<file path="config.mk">
export PLATFORM = sky130hd
export DESIGN_NAME = pe_mac_seq
export DESIGN_NICKNAME = d
export VERILOG_FILES = /design/src/rtl/pe_mac_seq.sv
export SDC_FILE = /design/constraint.sdc
export NUM_CORES = 1
export LEC_CHECK = 0
export ABC_AREA = 1
export BUFFER_PORTS_ARGS = -buffer_cell sky130_fd_sc_hd__clkbuf_2
export CAP_MARGIN = 10
export CORE_UTILIZATION = 60
export CTS_CLUSTER_SIZE = 10
export DETAILED_ROUTE_END_ITERATION = 10
export PLACE_DENSITY = 0.81
export RECOVER_POWER = 100
export SLEW_MARGIN = 25
export SYNTH_ARGS = -nofsm -noshare
export SYNTH_HDL_FRONTEND = slang
export SYNTH_SLANG_ARGS = --single-unit
</file>
<file path="constraint.sdc">
create_clock -name clk -period 42.7 [get_ports clk]
set_input_delay 8.54 -clock clk [delete_from_list [all_inputs] [get_ports clk]]
set_output_delay 8.54 -clock clk [all_outputs]
set_load 0.05 [all_outputs]
</file>
<file path="src/rtl/pe_mac_seq.sv">
// Floating-point multiply-accumulate PE: sums KERNEL_LEN products, adds bias, optional ReLU.
// Latency: result valid 3 cycles after the last pair is accepted (DRAIN, BIAS, then OUT).
// Backpressure: in_ready low outside ACC; the result is held in OUT until out_ready.
//
// Ports: clk/reset (sync, active-high), clear (sync abort of the current result),
//        in_valid/in_ready + floatA/floatB (operand pairs), bias/relu_en (sampled in BIAS),
//        out_valid/out_ready + result (registered finished sum).
// Arithmetic: round-to-nearest-even, denormals flushed to zero, overflow saturates to
// infinity; Inf/NaN operands are not special-cased.
module pe_mac_seq #(
    parameter int DATA_WIDTH = 16,
    parameter int KERNEL_LEN = 9,
    parameter int USE_BIAS   = 1
) (
    input  logic                  clk,
    input  logic                  reset,
    input  logic                  clear,
    input  logic                  in_valid,
    output logic                  in_ready,
    input  logic [DATA_WIDTH-1:0] floatA,
    input  logic [DATA_WIDTH-1:0] floatB,
    input  logic [DATA_WIDTH-1:0] bias,
    input  logic                  relu_en,
    output logic                  out_valid,
    input  logic                  out_ready,
    output logic [DATA_WIDTH-1:0] result
);
    localparam int DW    = DATA_WIDTH;
    localparam int EW    = (DW == 32) ? 8 : 5;
    localparam int MW    = DW - 1 - EW;
    localparam int CW    = $clog2(KERNEL_LEN + 1);

    // Two spare bits keep exponent intermediates (product sums, normalisation underflow) in range.
    typedef logic signed [EW+1:0] exp_t;
    localparam exp_t EXP_BIAS = exp_t'((1 << (EW - 1)) - 1);
    localparam exp_t EXP_MAX  = exp_t'((1 << EW) - 1);
    localparam exp_t EXP_ONE  = exp_t'(1);
    localparam exp_t EXP_ZERO = exp_t'(0);
    localparam exp_t SHIFT_LIM = exp_t'(MW + 3);
    localparam logic [CW-1:0] KLEN  = CW'(KERNEL_LEN);
    localparam logic [CW-1:0] KLAST = CW'(KERNEL_LEN - 1);

    typedef enum logic [1:0] {ACC, DRAIN, BIAS, OUT} state_t;

    // Round a normalised mantissa (hidden bit stripped) and pack, flushing underflow to zero.
    function automatic logic [DW-1:0] round_pack(input logic s, input exp_t e_in,
                                                 input logic [MW-1:0] f_in,
                                                 input logic g, input logic st);
        logic [MW:0] fr;
        exp_t        e;
        e  = e_in;
        fr = {1'b0, f_in} + {{MW{1'b0}}, (g & (st | f_in[0]))};
        if (fr[MW]) e = e + EXP_ONE;     // 1.11..1 rounded up to 10.0
        if (e <= EXP_ZERO) return {s, {(DW-1){1'b0}}};
        if (e >= EXP_MAX)  return {s, {EW{1'b1}}, {MW{1'b0}}};
        return {s, e[EW-1:0], fr[MW-1:0]};
    endfunction

    function automatic logic [DW-1:0] fmul(input logic [DW-1:0] a, input logic [DW-1:0] b);
        logic             s;
        logic [2*MW+1:0]  ma, mb, p;
        exp_t             e;
        s = a[DW-1] ^ b[DW-1];
        if (a[DW-2:MW] == '0 || b[DW-2:MW] == '0) return {s, {(DW-1){1'b0}}};
        ma = {{(MW+1){1'b0}}, 1'b1, a[MW-1:0]};
        mb = {{(MW+1){1'b0}}, 1'b1, b[MW-1:0]};
        p  = ma * mb;
        e  = exp_t'({2'b00, a[DW-2:MW]}) + exp_t'({2'b00, b[DW-2:MW]}) - EXP_BIAS;
        if (p[2*MW+1]) return round_pack(s, e + EXP_ONE, p[2*MW:MW+1], p[MW], |p[MW-1:0]);
        return round_pack(s, e, p[2*MW-1:MW], p[MW-1], |p[MW-2:0]);
    endfunction

    function automatic logic [DW-1:0] fadd(input logic [DW-1:0] a, input logic [DW-1:0] b);
        logic [DW-1:0] x, y;
        logic [MW+3:0] mx, my, ms;      // hidden bit, fraction, guard/round/sticky
        logic [MW+4:0] sum;
        exp_t          e, d;
        logic          a_z, b_z;
        a_z = (a[DW-2:MW] == '0);
        b_z = (b[DW-2:MW] == '0);
        if (a_z && b_z) return {a[DW-1] & b[DW-1], {(DW-1){1'b0}}};
        if (a_z) return b;
        if (b_z) return a;
        // x carries the larger magnitude, so the subtraction below cannot go negative.
        if (a[DW-2:0] >= b[DW-2:0]) begin x = a; y = b; end
        else                        begin x = b; y = a; end
        e  = exp_t'({2'b00, x[DW-2:MW]});
        d  = e - exp_t'({2'b00, y[DW-2:MW]});
        mx = {1'b1, x[MW-1:0], 3'b000};
        my = {1'b1, y[MW-1:0], 3'b000};
        if (d > SHIFT_LIM) begin
            ms = {{(MW+3){1'b0}}, 1'b1};
        end else begin
            ms = my >> d;
            if ((ms << d) != my) ms[0] = 1'b1;
        end
        if (x[DW-1] == y[DW-1]) sum = {1'b0, mx} + {1'b0, ms};
        else                    sum = {1'b0, mx} - {1'b0, ms};
        if (sum == '0) return '0;
        if (sum[MW+4]) begin
            sum = {1'b0, sum[MW+4:2], sum[1] | sum[0]};
            e   = e + EXP_ONE;
        end
        for (int i = 0; i < MW + 3; i++) begin
            if (!sum[MW+3]) begin
                sum = sum << 1;
                e   = e - EXP_ONE;
            end
        end
        return round_pack(x[DW-1], e, sum[MW+2:3], sum[2], |sum[1:0]);
    endfunction

    state_t          state_q, state_d;
    logic [CW-1:0]   cnt_q, cnt_d;
    logic [DW-1:0]   prod_q, prod_d, acc_q, acc_d, result_q, result_d, bias_sum;
    logic            prod_v_q, prod_v_d, accept;

    assign in_ready  = (state_q == ACC) && (cnt_q < KLEN) && !clear;
    assign accept    = in_valid && in_ready;
    assign out_valid = (state_q == OUT);
    assign result    = result_q;

    always_comb begin
        state_d = state_q;
        case (state_q)
            ACC:     if (accept && cnt_q == KLAST) state_d = DRAIN;
            DRAIN:   state_d = BIAS;
            BIAS:    state_d = OUT;
            OUT:     if (out_ready) state_d = ACC;
            default: state_d = ACC;
        endcase
        if (clear) state_d = ACC;
    end

    always_ff @(posedge clk) begin
        if (reset) state_q <= ACC;
        else       state_q <= state_d;
    end

    always_comb begin
        bias_sum = (USE_BIAS != 0) ? fadd(acc_q, bias) : acc_q;
        prod_d   = prod_q;
        prod_v_d = accept;
        cnt_d    = cnt_q;
        acc_d    = acc_q;
        result_d = result_q;
        if (accept) begin
            prod_d = fmul(floatA, floatB);
            cnt_d  = cnt_q + CW'(1);
        end
        if (prod_v_q) acc_d = fadd(acc_q, prod_q);
        // Sign-bit test also maps -0 to +0 under ReLU.
        if (state_q == BIAS && !clear) result_d = (relu_en && bias_sum[DW-1]) ? '0 : bias_sum;
        if ((state_q == OUT && out_ready) || clear) begin
            acc_d    = '0;
            cnt_d    = '0;
            prod_v_d = 1'b0;
        end
    end

    always_ff @(posedge clk) begin
        if (reset) begin
            cnt_q    <= '0;
            acc_q    <= '0;
            prod_q   <= '0;
            prod_v_q <= 1'b0;
            result_q <= '0;
        end else begin
            cnt_q    <= cnt_d;
            acc_q    <= acc_d;
            prod_q   <= prod_d;
            prod_v_q <= prod_v_d;
            result_q <= result_d;
        end
    end
endmodule

</file>
==> run_results.csv, run 1 <==
group,metric,value,unit
final_layout,area_delta_synth_final,1.24,%
clocking,cts_root_buf,"clkbuf_16",
yosys,yosys-top-cells-count,"nand2_1 (1236), inv_1 (595), nand3_1 (493), nor2_1 (270), a21oi_1 (191)",
hold_path,hold_start,"result[15]$_SDFFE_PP0P_",
clocking,cts_buffers,5,
final_layout,fill_cells,3989,
yosys,synthDistinctLibCells,76,
critical_path,regToRegEndpoint,"result[12]$_SDFFE_PP0P_",
place,gp_congestion,0.994,
floorplanning,die_h,199,um
timing,min_period_over_period,62.9,%
run_status,status,"finished with violations",
floorplanning,core,37900,sq um
yosys,synth_flop_cell,"dfxtp_1",
floorplanning,start_util,61.5,%
clocking,cts_tree,"done",
routing,routed_wl,65600,um
yosys,synthesis.nets,4421,
floorplanning,rows,71,
clocking,cts_num_sinks,55,
timing,final.setup.worst_slack,15860,ps
yosys,yosysTopAreaCell,"nand2_1",
yosys,synth_seq_cells,55,
critical_path,startpoint_type,"input pin",
critical_path,arrival,27070,ps
timing,setup_tns,0,ps
clocking,cts_hold_buf,0,
timing,period_needed,26840,ps
critical_path,cp_num_buf_inv,11,
run_status,violations,"max-capacitance violations, max-slew violations",
yosys,synth-edff-count,0,
grt,grt_pass1_wl,111000,um
yosys,synth_cells,4100,
clocking,clock_path_buffers,2,
grt,antenna_found_initial,1,
grt,grt_start_max_net_pins,54,
routing,drtIter0Drc,2160,
timing,max_freq,0.0373,GHz
yosys,ys_warn_count,0,
critical_path,rr_worst_depth,79,
grt,grt_overflow,0,
yosys,ys_seq_area_share,4.72,%
place,hpwl,53800,um
critical_path,reg2reg_from,"acc_q[10]$_SDFFE_PP0P_",
timing,slew_headroom,-40.3,%
timing,tightest_slew,2100,ps
final_layout,nNetsFinal,4388,
critical_path,startpoint,"bias[10]",
critical_path,max_stage_delay,1210,ps
yosys,synth.cell_area,23300,sq um
floorplanning,io_pins,72,
run,cap_viol_max_count,3,
critical_path,worstPathRequired,42930,ps
critical_path,endpoint_kind,"flip-flop",
hold_path,min_path_type,"flip-flop to flip-flop",
final_layout,post-route-util,62.3,%
timing,drv_slew,115,
routing,vias_per_cell,5.58,
critical_path,worst_path_dominant_cell_family,"simple AND/OR/NAND/NOR gates",
yosys,synth_top_cell_area_share,19.9,%
critical_path,worst_path_max_delay_cell,"nand3_1",
place,portBuffers,71,
clocking,cts.clk_slew.worst_paths,80,ps
critical_path,cp_max_fo,53,
yosys,ys_top_cells_by_area,"nand2_1 (20%), nand3_1 (11%), ha_1 (9.9%)",
routing,avgRoutedWirePerCell,14.3,um
place,pre_cts_ws,19350,ps
critical_path,reg2reg_slack,23650,ps
routing,num_vias,25600,
yosys,yosysMostFrequentCell,"nand2_1",
yosys,syn_avg_cell_area,5.69,sq um
yosys,async_flop_share,0,%
grt,grt_pass1_vias,23400,
routing,ant_nets,0,
critical_path,criticalPathCategory,"input pin to flip-flop",
clocking,cts_resized,0,
floorplanning,die-area,39700,sq um
critical_path,worst-path-stages,81,
timing,rsz0062_at_grt,"false",
routing,first_pass_iters,6,
floorplanning,fp.dieW,199,um
critical_path,crit_path_end,"result[12]$_SDFFE_PP0P_",
clocking,post_cts_buffers,0,
routing,drcViolationCount,0,
timing,finalSetupViolCount,0,
clocking,htree_levels,2,
clocking,insertion_delay,310,ps
timing,finClkSkew,5.22,ps
timing,hold_viol_final,0,
grt,grt_usage,33.5,%
final_layout,final_layout_size_suffix_gt1_share,9.66,%
critical_path,path_common_cell,"nand2_1",
==> sequential cells by signal, indices dropped and copies added (netlist names) <==
signal / count
acc_q: 16
cnt_q: 4
prod_q: 16
prod_v_q: 1
result: 16
state_q: 2
==> logic make-up (layout without fill, tap and decap cells) <==
group	after synthesis	after routing	share of synthesized area [%]
adder cells (fa/ha/maj)	267	267	17.0
buffers and inverters	781	749	14.1
flip-flops	55	55	4.72
XOR/XNOR	90	90	3.70
other	0	1	0
AND/OR/NAND/NOR	2413	2413	48.3
multiplexers	1	1	0.0429
AO/OA/AOI/OAI	493	493	12.2
==> worst min path at each step <==
stage                                   end  slack (ps)  depth (start not counted)
floorplan            prod_q[8]$_SDFFE_PP0P_         450                          2
detailed placement   prod_q[9]$_SDFFE_PP0P_         470                          2
global placement     prod_q[8]$_SDFFE_PP0P_         460                          2
finish              result[15]$_SDFFE_PP0P_         480                          2
global route         prod_q[7]$_SDFFE_PP0P_         500                          2
CTS                  prod_q[9]$_SDFFE_PP0P_         490                          2
==> worst min-delay path, stage by stage, from the launching register on <==
cell     delay, ps
dfxtp_1        330
nand2_1         60
a21oi_1         50
==> placed cells by master (no fill, tap or decap), types with 13 or more instances in the layout <==
cell type and instances:
clkinv_1 13, inv_1 598, o211ai_1 19, fa_1 83, ha_1 184, nor2_2 28
nor2_4 16, o21ai_1 31, a21oi_1 196, xnor2_1 20, nor4_1 14, clkbuf_1 23
nor3_1 32, nand2_4 16, a21oi_2 20, xor2_1 63, dfxtp_1 55, nand3b_1 15
clkbuf_2 50, o21bai_1 14, nand4_1 85, nor2_1 272, nand3_2 49, nand2_1 1242
o21ai_0 145, inv_2 43, nand2_2 103, nand3_1 500
==> final cells by class <==
| cell class | count | area (sq um) | share of cell area (%) |
|---|---|---|---|
| Multi-Input combinational cell | 3264 | 18800 | 79.7 |
| Inverter | 662 | 2500 | 10.6 |
| Sequential cell | 55 | 1100 | 4.66 |
| Tap cell | 511 | 639 | 2.71 |
| Timing Repair Buffer | 79 | 382 | 1.61 |
| Clock buffer | 5 | 125 | 0.529 |
| Clock inverter | 3 | 46.3 | 0.196 |
| Antenna cell | 1 | 2.50 | 0.0106 |
==> routing by layer <==
layer  GRT usage (%)  vias to the layer above  routed length, um
li1                -                    13100                  -
met3            2.68                      128               4560
met5               0                        -                  0
met1            45.8                    11500              29900
met4            9.29                        0               1770
met2            56.0                      867              29300
==> through the flow <==
step                      area (sq um)  cells  hold slack [ps]
after global placement           23600   4571              456
after global routing             23600   4580              502
after CTS                        23800   4579              485
final                            23600   4580              484
after floorplan                  23300   4100              445
after detailed placement         23600   4571              473
Power of run 1 is not shown: default switching activity piles up to over one toggle a cycle in this logic, so the estimate is an artifact.
==> run 2, diff against run 1 <==
PLACE_DENSITY = 0.84   (was 0.81)
clock period = 24.6 ns   (was 42.7 ns; I/O delays follow)
==> run_results.csv, run 2 (synthesis results as in run 1) <==
group,metric,value,unit
run_status,status,"finished with violations",
run_status,violations,"max-capacitance violations, max-slew violations",
final_layout,final_layout_size_suffix_gt1_share,9.91,%
critical_path,reg2reg_slack,5300,ps
critical_path,regToRegEndpoint,"acc_q[14]$_SDFFE_PP0P_",
clocking,htree_levels,2,
timing,drv_slew,126,
timing,max_freq,0.0471,GHz
routing,avgRoutedWirePerCell,14.1,um
critical_path,criticalPathCategory,"input pin to flip-flop",
grt,grt_start_max_net_pins,54,
timing,tightest_slew,1620,ps
routing,drcViolationCount,0,
critical_path,worstPathRequired,24820,ps
final_layout,area_delta_synth_final,1.44,%
clocking,insertion_delay,310,ps
timing,setup_tns,0,ps
critical_path,endpoint_kind,"flip-flop",
place,gp_congestion,1.02,
place,portBuffers,71,
clocking,clock_path_buffers,2,
routing,first_pass_iters,8,
final_layout,fill_cells,3840,
critical_path,worst_path_max_delay_cell,"nand3_1",
floorplanning,core,37900,sq um
clocking,cts_buffers,5,
timing,finalSetupViolCount,0,
routing,routed_wl,64700,um
place,hpwl,52700,um
critical_path,arrival,21460,ps
hold_path,hold_start,"prod_q[8]$_SDFFE_PP0P_",
critical_path,rr_worst_depth,104,
floorplanning,rows,71,
grt,grt_pass1_wl,110000,um
critical_path,cp_max_fo,53,
timing,hold_viol_final,0,
grt,antenna_found_initial,3,
hold_path,worstHoldPathCells,2,
grt,grt_usage,32.9,%
floorplanning,start_util,61.5,%
final_layout,multiInputGateArea,18900,sq um
clocking,cts.clk_slew.worst_paths,90,ps
clocking,cts_tree,"done",
clocking,cts_resized,0,
critical_path,reg2reg_from,"prod_q[10]$_SDFFE_PP0P_",
clocking,cts_hold_buf,0,
critical_path,max_stage_delay,1190,ps
timing,min_period_over_period,86.3,%
timing,period_needed,21230,ps
run,cap_viol_max_count,3,
grt,grt_overflow,0,
clocking,cts_root_buf,"clkbuf_16",
hold_path,holdPathEnd,"prod_q[8]$_SDFFE_PP0P_",
critical_path,startpoint_type,"input pin",
grt,grt_pass1_vias,23400,
timing,rsz0062_at_grt,"false",
floorplanning,fp.dieW,199,um
clocking,post_cts_buffers,0,
final_layout,mostFrequentLayoutCell,"nand2_1",
routing,vias_per_cell,5.64,
routing,ant_nets,0,
timing,finClkSkew,17.5,ps
floorplanning,io_pins,72,
clocking,cts_num_sinks,55,
final_layout,most-common-layout-cells,"nand2_1 (1239), inv_1 (598), nand3_1 (496)",
routing,drtIter0Drc,2237,
hold_path,min_path_type,"flip-flop to flip-flop",
critical_path,path_common_cell,"nand2_1",
routing,num_vias,25800,
floorplanning,die_h,199,um
floorplanning,die-area,39700,sq um
final_layout,seqCellArea,1100,sq um
final_layout,nNetsFinal,4386,
timing,slew_headroom,-8.58,%
-- run 2: cell count changes in the layout (fill, tap and decap cells not counted), moves of 2 or more --
| cell | previous run | this run |
|---|---|---|
| nand3_1 | 500 | 496 |
| nand2_1 | 1242 | 1239 |
| nand3_2 | 49 | 52 |
| clkbuf_1 | 23 | 21 |
| diode_2 | 1 | 3 |
| nand2_2 | 103 | 105 |
-- run 2: worst max-delay path by stage --
stage / startpoint / end / slack, ps / cells past startpoint
6_report: bias[10] / result[13]$_SDFFE_PP0P_ / 3370 / 86
5_1_grt: bias[10] / result[13]$_SDFFE_PP0P_ / 1820 / 86
4_1_cts: bias[10] / result[1]$_SDFFE_PP0P_ / 5150 / 82
3_5_place_dp: bias[10] / result[1]$_SDFFE_PP0P_ / 4870 / 82
3_3_place_gp: bias[10] / result[1]$_SDFFE_PP0P_ / 5130 / 82
2_1_floorplan: bias[13] / result[1]$_SDFFE_PP0P_ / 7800 / 88
-- run 2: critical path: cells and delay by family --
kind                     cells  cell delay (ps)
adder cells (fa/ha/maj)     14             4270
AND/OR/NAND/NOR             56             8820
buffers and inverters       10             2230
AO/OA/AOI/OAI                6             1190
-- run 2: through the flow --
stage	hold WS [ps]	instance area, sq um	cells	worst slack [ps]	utilization (%)
after global routing	494	23700	4579	1820	62.4
final	473	23700	4580	3370	62.4
after CTS	470	23800	4577	5150	62.6
after global placement	455	23600	4569	5130	62.2
after detailed placement	457	23600	4569	4870	62.2
after floorplan	445	23300	4100	7800	-
-- run 2: layout make-up --
| type | count | area share (%) |
|---|---|---|
| Antenna cell | 3 | 0.0317 |
| Clock buffer | 5 | 0.528 |
| Clock inverter | 3 | 0.201 |
| Inverter | 662 | 10.6 |
| Multi-Input combinational cell | 3264 | 79.8 |
| Sequential cell | 55 | 4.65 |
| Tap cell | 511 | 2.70 |
| Timing Repair Buffer | 77 | 1.57 |
-- run 2: per-layer routing --
metal	share of wire (%)	up-vias	GRT usage [%]
met1	45	11500	45.0
met2	44	1057	54.6
met4	2.9	0	9.77
met3	8.1	138	2.92
li1	-	13100	-
met5	0	-	0
Power of run 2 is left out for the same reason.
